==> config.mk <==
export PLATFORM = sky130hd
export DESIGN_NAME = turn_switch_conditioner
export DESIGN_NICKNAME = d
export VERILOG_FILES = /design/src/rtl/turn_cond_pkg.sv /design/src/rtl/debounce_sync.sv /design/src/rtl/turn_switch_conditioner.sv
export SDC_FILE = /design/constraint.sdc
export NUM_CORES = 1
export LEC_CHECK = 0
export ABC_AREA = 0
export BUFFER_PORTS_ARGS = -buffer_cell sky130_fd_sc_hd__buf_2
export CAP_MARGIN = 25
export CELL_PAD_IN_SITES_DETAIL_PLACEMENT = 2
export CELL_PAD_IN_SITES_GLOBAL_PLACEMENT = 2
export CORE_MARGIN = 2
export CORE_UTILIZATION = 38
export DETAILED_ROUTE_END_ITERATION = 6
export HOLD_SLACK_MARGIN = 0.02
export PLACE_DENSITY = 0.76
export SYNTH_ARGS = -nofsm -noshare
export SYNTH_HDL_FRONTEND = slang
export SYNTH_SLANG_ARGS = --single-unit
==> constraint.sdc <==
create_clock -name clk -period 2.8 [get_ports clk]
set_clock_uncertainty 0.1 [all_clocks]
set_input_delay 0.84 -clock clk [delete_from_list [all_inputs] [get_ports clk]]
set_output_delay 0.84 -clock clk [all_outputs]
set_load 0.02 [all_outputs]
==> src/rtl/turn_cond_pkg.sv <==
`default_nettype none
// ============================================================================
// Module : turn_cond_pkg
// Brief  : Shared state encoding, default debounce depth and target-selection
//          helper for the turn-switch conditioner.
// Rev    : 1.0 - initial release
// ============================================================================
package turn_cond_pkg;

    localparam int DEBOUNCE_CYCLES_DEFAULT = 4;

    typedef enum logic [2:0] {
        IDLE     = 3'd0,
        LEFT     = 3'd1,
        RIGHT    = 3'd2,
        HAZ      = 3'd3,
        GAP      = 3'd4,
        CONFLICT = 3'd5
    } turn_state_t;

    // Hazard dominates; two levers without hazard are a driver error.
    function automatic turn_state_t target_state(input logic l, input logic r, input logic h);
        turn_state_t t;
        if (h)
            t = HAZ;
        else if (l && r)
            t = CONFLICT;
        else if (l)
            t = LEFT;
        else if (r)
            t = RIGHT;
        else
            t = IDLE;
        return t;
    endfunction

endpackage
`default_nettype wire

==> src/rtl/debounce_sync.sv <==
`default_nettype none
// ============================================================================
// Module : debounce_sync
// Brief  : Two-flop synchronizer followed by a consecutive-mismatch debouncer.
// Rev    : 1.0 - initial release
// ============================================================================
module debounce_sync
    import turn_cond_pkg::*;
#(
    parameter int DEBOUNCE_CYCLES = DEBOUNCE_CYCLES_DEFAULT
) (
    input  logic clk,
    input  logic rst,
    input  logic i_raw,
    output logic o_level
);

    localparam int                 c_CNT_W   = $clog2(DEBOUNCE_CYCLES);
    localparam logic [c_CNT_W-1:0] c_CNT_MAX = c_CNT_W'(DEBOUNCE_CYCLES - 1);

    if (DEBOUNCE_CYCLES < 2 || DEBOUNCE_CYCLES > 255) begin : g_param_check
        $error("debounce_sync: DEBOUNCE_CYCLES must be in 2..255");
    end

    logic               r_sync1;
    logic               r_sync2;
    logic [c_CNT_W-1:0] r_cnt;
    logic               r_level;

    always_ff @(posedge clk) begin
        if (rst) begin
            r_sync1 <= 1'b0;
            r_sync2 <= 1'b0;
        end else begin
            r_sync1 <= i_raw;
            r_sync2 <= r_sync1;
        end
    end

    // The counter only ever runs while the synchronized value disagrees with
    // the accepted level, so reaching its maximum means a full stable run.
    always_ff @(posedge clk) begin
        if (rst) begin
            r_cnt   <= '0;
            r_level <= 1'b0;
        end else if (r_sync2 == r_level) begin
            r_cnt <= '0;
        end else if (r_cnt == c_CNT_MAX) begin
            r_cnt   <= '0;
            r_level <= r_sync2;
        end else begin
            r_cnt <= r_cnt + 1'b1;
        end
    end

    assign o_level = r_level;

endmodule
`default_nettype wire

==> src/rtl/turn_switch_conditioner.sv <==
`default_nettype none
// ============================================================================
// Module : turn_switch_conditioner
// Brief  : Debounces lever/hazard contacts and arbitrates them into
//          break-before-make left/right requests plus a conflict flag.
// Rev    : 1.0 - initial release
// ============================================================================
module turn_switch_conditioner
    import turn_cond_pkg::*;
#(
    parameter int DEBOUNCE_CYCLES = DEBOUNCE_CYCLES_DEFAULT
) (
    input  logic clk,
    input  logic reset,
    input  logic left_raw,
    input  logic right_raw,
    input  logic hazard_raw,
    output logic left,
    output logic right,
    output logic conflict
);

    logic        w_l;
    logic        w_r;
    logic        w_h;
    turn_state_t w_target;
    turn_state_t w_next;
    turn_state_t r_state;
    logic        r_left;
    logic        r_right;
    logic        r_conflict;

    debounce_sync #(.DEBOUNCE_CYCLES(DEBOUNCE_CYCLES)) u_db_left (
        .clk     (clk),
        .rst     (reset),
        .i_raw   (left_raw),
        .o_level (w_l)
    );

    debounce_sync #(.DEBOUNCE_CYCLES(DEBOUNCE_CYCLES)) u_db_right (
        .clk     (clk),
        .rst     (reset),
        .i_raw   (right_raw),
        .o_level (w_r)
    );

    debounce_sync #(.DEBOUNCE_CYCLES(DEBOUNCE_CYCLES)) u_db_hazard (
        .clk     (clk),
        .rst     (reset),
        .i_raw   (hazard_raw),
        .o_level (w_h)
    );

    assign w_target = target_state(w_l, w_r, w_h);

    always_comb begin
        w_next = r_state;
        case (r_state)
            IDLE: w_next = w_target;
            LEFT, RIGHT, HAZ: begin
                // Switching between two active patterns goes dark for one cycle.
                if (w_target == IDLE || w_target == CONFLICT)
                    w_next = w_target;
                else if (w_target != r_state)
                    w_next = GAP;
            end
            GAP: w_next = w_target;
            CONFLICT: begin
                if (w_h)
                    w_next = HAZ;
                else if (!w_l && !w_r)
                    w_next = IDLE;
                else
                    w_next = CONFLICT;
            end
            default: w_next = IDLE;
        endcase
    end

    always_ff @(posedge clk) begin
        if (reset) begin
            r_state    <= IDLE;
            r_left     <= 1'b0;
            r_right    <= 1'b0;
            r_conflict <= 1'b0;
        end else begin
            r_state    <= w_next;
            r_left     <= (w_next == LEFT)  || (w_next == HAZ);
            r_right    <= (w_next == RIGHT) || (w_next == HAZ);
            r_conflict <= (w_next == CONFLICT);
        end
    end

    assign left     = r_left;
    assign right    = r_right;
    assign conflict = r_conflict;

endmodule
`default_nettype wire
# Yosys cells after proc, flatten, opt, wreduce, memory -nomap -nowiden
# Cells that the tools add are included.
# word_totals
regBits,21
latchBits,0
mem_bits_rw,0
romBits,0
inputBits,5
output_inout_bits,3
word_cells,65
mem_count,0
# classes
addsub,3
multipliers,0
div,0
n_lt_le_gt_ge,0
eq_ne,17
n_shift,0
muxes,9
bitwise_logic,3
n_reduce_logical,17
# op_table
op,count
2-to-1 mux 3 bit,6
"equality test 3 x 2 -> 1 bit, second input constant",4
"equality test 3 bit, second input constant",4
OR reduction 3 bit,4
case mux 3 bit (3 select lines),1
"adder 2 x 1 -> 2 bit, second input constant",3
"equality test 2 bit, second input constant",3
"equality test 3 x 1 -> 1 bit, second input constant",2
zero test 3 bit,2
AND reduction 2 bit,3
2-to-1 mux 2 bit,2
equality test 1 bit,3
logical OR 1 bit,3
!= test 3 bit,1
NOT 1 bit,3
logical AND 1 bit,2
zero test 1 bit,2
OR reduction 2 bit,1

# Logic depth before layout (Yosys ltp)
# depth
word_depth,10
mapped_depth,5
mapped_depth_nobuf,4

# Modules after synthesis
# From an unflattened synthesis, not the netlist that was laid out.
# hier_totals
cells_unflattened,75
area_unflattened_um2,817.0
# by_module_without_submodules
mod,n_inst,cells_per_inst,area_per_inst_um2
debounce_sync,3,13,168.9
turn_switch_conditioner,1,36,310.3

# Least setup slack after synthesis
# OpenSTA, ideal clock, no wires.
# synth_timing
path_type,input to register
from,input port reset
to,register u_db_hazard.r_cnt[0]
setup_ps,65
t_arrival_ps,1262
path_slack_ps,1373
stages,2
path_buffers,0
path_cell_list,or3_1 -> nor2_1
# synth_between
elab_chain_cells,1
# synth_rtl
item,line_no,source
from (decl),turn_switch_conditioner.sv:14,"input logic reset,"
OR reduction 3 bit (no source line),-,
to (signal assigned),debounce_sync.sv:52,r_cnt <= r_cnt + 1'b1;
to (decl),debounce_sync.sv:27,logic [c_CNT_W-1:0] r_cnt;
# Every way passes these cells.
# A chain may end at the register's enable or synchronous reset.

# Worst setup path in the final report
# layout_timing
from,register r_left (netlist: left)
to,output port left
# layout_lines
item,line_no,source
from (decl),turn_switch_conditioner.sv:29,logic r_left;
from (signal assigned),turn_switch_conditioner.sv:88,r_left <= (w_next == LEFT) || (w_next == HAZ);
to (decl),turn_switch_conditioner.sv:18,"output logic left,"
# No word-level cell between the ends.

==> key figures <==
CTS
  • Post-CTS Hold Fix Bufs: 0
  • Resized Gates After CTS: 0
  • H-tree depth: 1
  • Postcts setup bufs: 0
  • Root Buffer: clkbuf_4
  • CTS Buf Count: 3
  • Worst-path clk slew: 0.10 ns
  • Max clock buf depth: 2
  • Sink Count: 21
  • Worst skew pair latency: 0.30 ns
  • CTS tree: built

Logic synthesis
  • Syn. warnings: 0
  • Share of async-settable or async-resettable flops after synthesis: 0
  • Synth area leaders: dfxtp_1 (50%), nor2b_1 (5.2%), nor2_1 (4.9%)
  • Netlist Area Pre-Place: 838 sq um
  • Top cell type by total area after synthesis: dfxtp_1
  • Commonest cells in the netlist: dfxtp_1 (21), nor2_1 (11), nor2b_1 (7)
  • Top cell type's share of synthesized area: 0.501
  • Cells after synthesis: 83
  • Cell variety after synth: 25
  • Yosys reg bits: 21
  • Most frequent cell after synthesis: dfxtp_1
  • Syn Nets: 91
  • Number of flops mapped to enable cells by yosys: 0
  • Most used DFF post-synth: dfxtp_1
  • Post-Syn Area per Cell: 10.1 sq um
  • Register area share after synthesis: 0.501

Final layout
  • Layout cells sized above 1: 0.135
  • Antenna diodes: 0
  • Fin area: 896 sq um
  • Multi-input logic area: 357 sq um
  • Layout Area Growth over Synthesis: 6.87%
  • Fillers: 240
  • Register Area: 420 sq um
  • Nets: 98

STA
  • Hold Violations, Final: 0
  • Hold WS: 0.326 ns
  • Min Clock Period, post-route: 1.71 ns
  • Count of final setup violators: 0
  • Worst-Margin Slew: 0.358 ns
  • Final Worst Setup Slack: 1.09 ns
  • Fin. max-slew vios: 0
  • Max Fclk: 584 MHz
  • RSZ-0062 raised after global routing: no
  • Period utilisation layout: 0.611
  • Relative slew slack: 0.761
  • Setup_tns: 0 ns

Placement
  • GP Congestion: 0.734
  • Dpl cell area: 870 sq um
  • Post-Place Setup Slack: 1.09 ns
  • Post-detail-place hpwl: 1040 um
  • Port bufs: 7

Detailed routing
  • Drc violations: 0
  • Routed vias/inst: 4.99
  • Post-Route WL: 1420 um
  • Iter 0 DRT Violations: 4
  • DRT antenna net count: 0
  • Vias: 584
  • Wire per inst: 12.1 um
  • Drt first pass iters: 4

Worst setup path
  • CP max-delay cell: dfxtp_1
  • Worst path max stage delay: 0.32 ns
  • Worst Setup SP: left
  • Crit Path Category: flop to output port
  • CP Capture Type: output port
  • CP required: 1.86 ns
  • Worst R2R Start: r_state[0]
  • Critical path fanouts, max: 1
  • Crit path launch type: flop
  • Buf/Inv on CP: 1
  • Crit path max-delay family: flip-flops
  • CP cell instances: buf_2
  • Arrival time worst endpoint: 0.77 ns

Global route
  • GRT Util Overall: 0.139
  • First-pass GRT wire length: 2640 um
  • Total congestion overflow: 0
  • Vias in the first global route: 621
  • Largest net degree at the start of global routing: 17
  • Initial antenna violation count: 0

Floorplanning
  • Num ports: 8
  • Die Span Y: 51.0 um
  • Die width: 51.0 um
  • Core area: 2150 sq um
  • Die area: 2600 sq um
  • Initial Util: 0.390
  • Num rows: 17

Power
  • Reg power frac: 0.666
  • Clock power share: 0.306
  • Switching Share: 0.204
  • Gate power share: 0.028
  • Overall Power: 460 uW
  • Power density over the cells: 513 nW/um^2
  • Pint: 366 uW
  • Static leakage: 0.000360 uW
  • Worst VDD drop: 0.299 mV
  • Switch Pwr: 93.8 uW

Outcome
  • Outcome: finished, final reports clean

Min path
  • Worst hold path type: flop to flop
  • Hold path start: u_db_left.r_cnt[0]

Flow run
  • MaxCap Viol Count: 0
-- power groups by stage --
| stage | Sequential, uW | Combinational, uW | Clock [uW] |
|---|---|---|---|
| 2_1_floorplan | 312 | 8.51 | 0 |
| 3_3_place_gp | 313 | 12.8 | 0 |
| 3_5_place_dp | 313 | 13.4 | 0 |
| 4_1_cts | 306 | 13.4 | 150 |
| 5_1_grt | 307 | 15.7 | 160 |
| 6_report | 306 | 12.9 | 141 |
-- layout make-up --
cell class / count / share of cell area
Sequential cell: 21 / 0.469
Multi-Input combinational cell: 51 / 0.398
Timing Repair Buffer: 7 / 0.0391
Tap cell: 28 / 0.0391
Clock buffer: 4 / 0.0293
Inverter: 6 / 0.0251
-- cell families (layout without fill, tap and decap cells) --
group                    count (synthesis)  count (layout)  share of synthesized area
AO/OA/AOI/OAI                           14              14                      0.128
XOR/XNOR                                 4               4                     0.0418
adder cells (fa/ha/maj)                  3               3                     0.0448
buffers and inverters                   11              17                     0.0731
flip-flops                              21              21                      0.501
multiplexers                             3               3                     0.0358
AND/OR/NAND/NOR                         27              27                      0.175
-- flip-flops by register name, indices dropped and copies added (netlist names) --
| name | cells |
|---|---|
| u_db_hazard.r_sync2 | 1 |
| u_db_left.o_level | 1 |
| u_db_left.r_sync2 | 1 |
| right | 1 |
| u_db_right.r_sync2 | 1 |
| u_db_right.r_cnt | 2 |
| u_db_right.o_level | 1 |
| u_db_right.r_sync1 | 1 |
| u_db_left.r_cnt | 2 |
| u_db_left.r_sync1 | 1 |
| r_state | 3 |
| left | 1 |
| conflict | 1 |
| u_db_hazard.o_level | 1 |
| u_db_hazard.r_cnt | 2 |
| u_db_hazard.r_sync1 | 1 |
-- per-stage QoR --
stage / utilization / cells
after floorplan: - / 83
after global placement: 0.405 / 113
after detailed placement: 0.405 / 113
after CTS: 0.417 / 117
after global routing: 0.417 / 117
final: 0.417 / 117
-- metal layers --
| layer | routed length [um] | track usage | up-vias |
|---|---|---|---|
| met5 | 0 | 0 | - |
| met4 | 36 | 0.0946 | 0 |
| met3 | 43 | 0.0351 | 4 |
| met2 | 644 | 0.212 | 8 |
| met1 | 696 | 0.170 | 279 |
| li1 | - | - | 293 |
-- final timing paths --
kind / endpoint / slack, ns / cells past startpoint
worst max register to register: conflict / 1.33 / 4
worst max-delay path: left / 1.09 / 1
worst min-delay path: u_db_left.r_cnt[0] / 0.33 / 1
worst min register to register: u_db_left.r_cnt[0] / 0.33 / 1
-- cell usage in the layout, fill, tap and decap left out --
cell type and instances:
xnor2_1 4, dfxtp_1 21, a221oi_2 1, ha_1 3, or3_1 3, nor2b_1 7
inv_1 6, buf_2 7, nand2b_1 2, clkbuf_1 1, nor2_1 11, a211o_1 1
clkbuf_4 3, o311a_1 1, a211oi_1 2, o31a_2 1, a21o_1 1, a21oi_1 4
a22oi_1 1, nand3b_1 2, o31ai_1 1, mux2i_1 3, nor3b_1 2, o22ai_1 1
No activity file was read; power rests on OpenSTA's default activity.
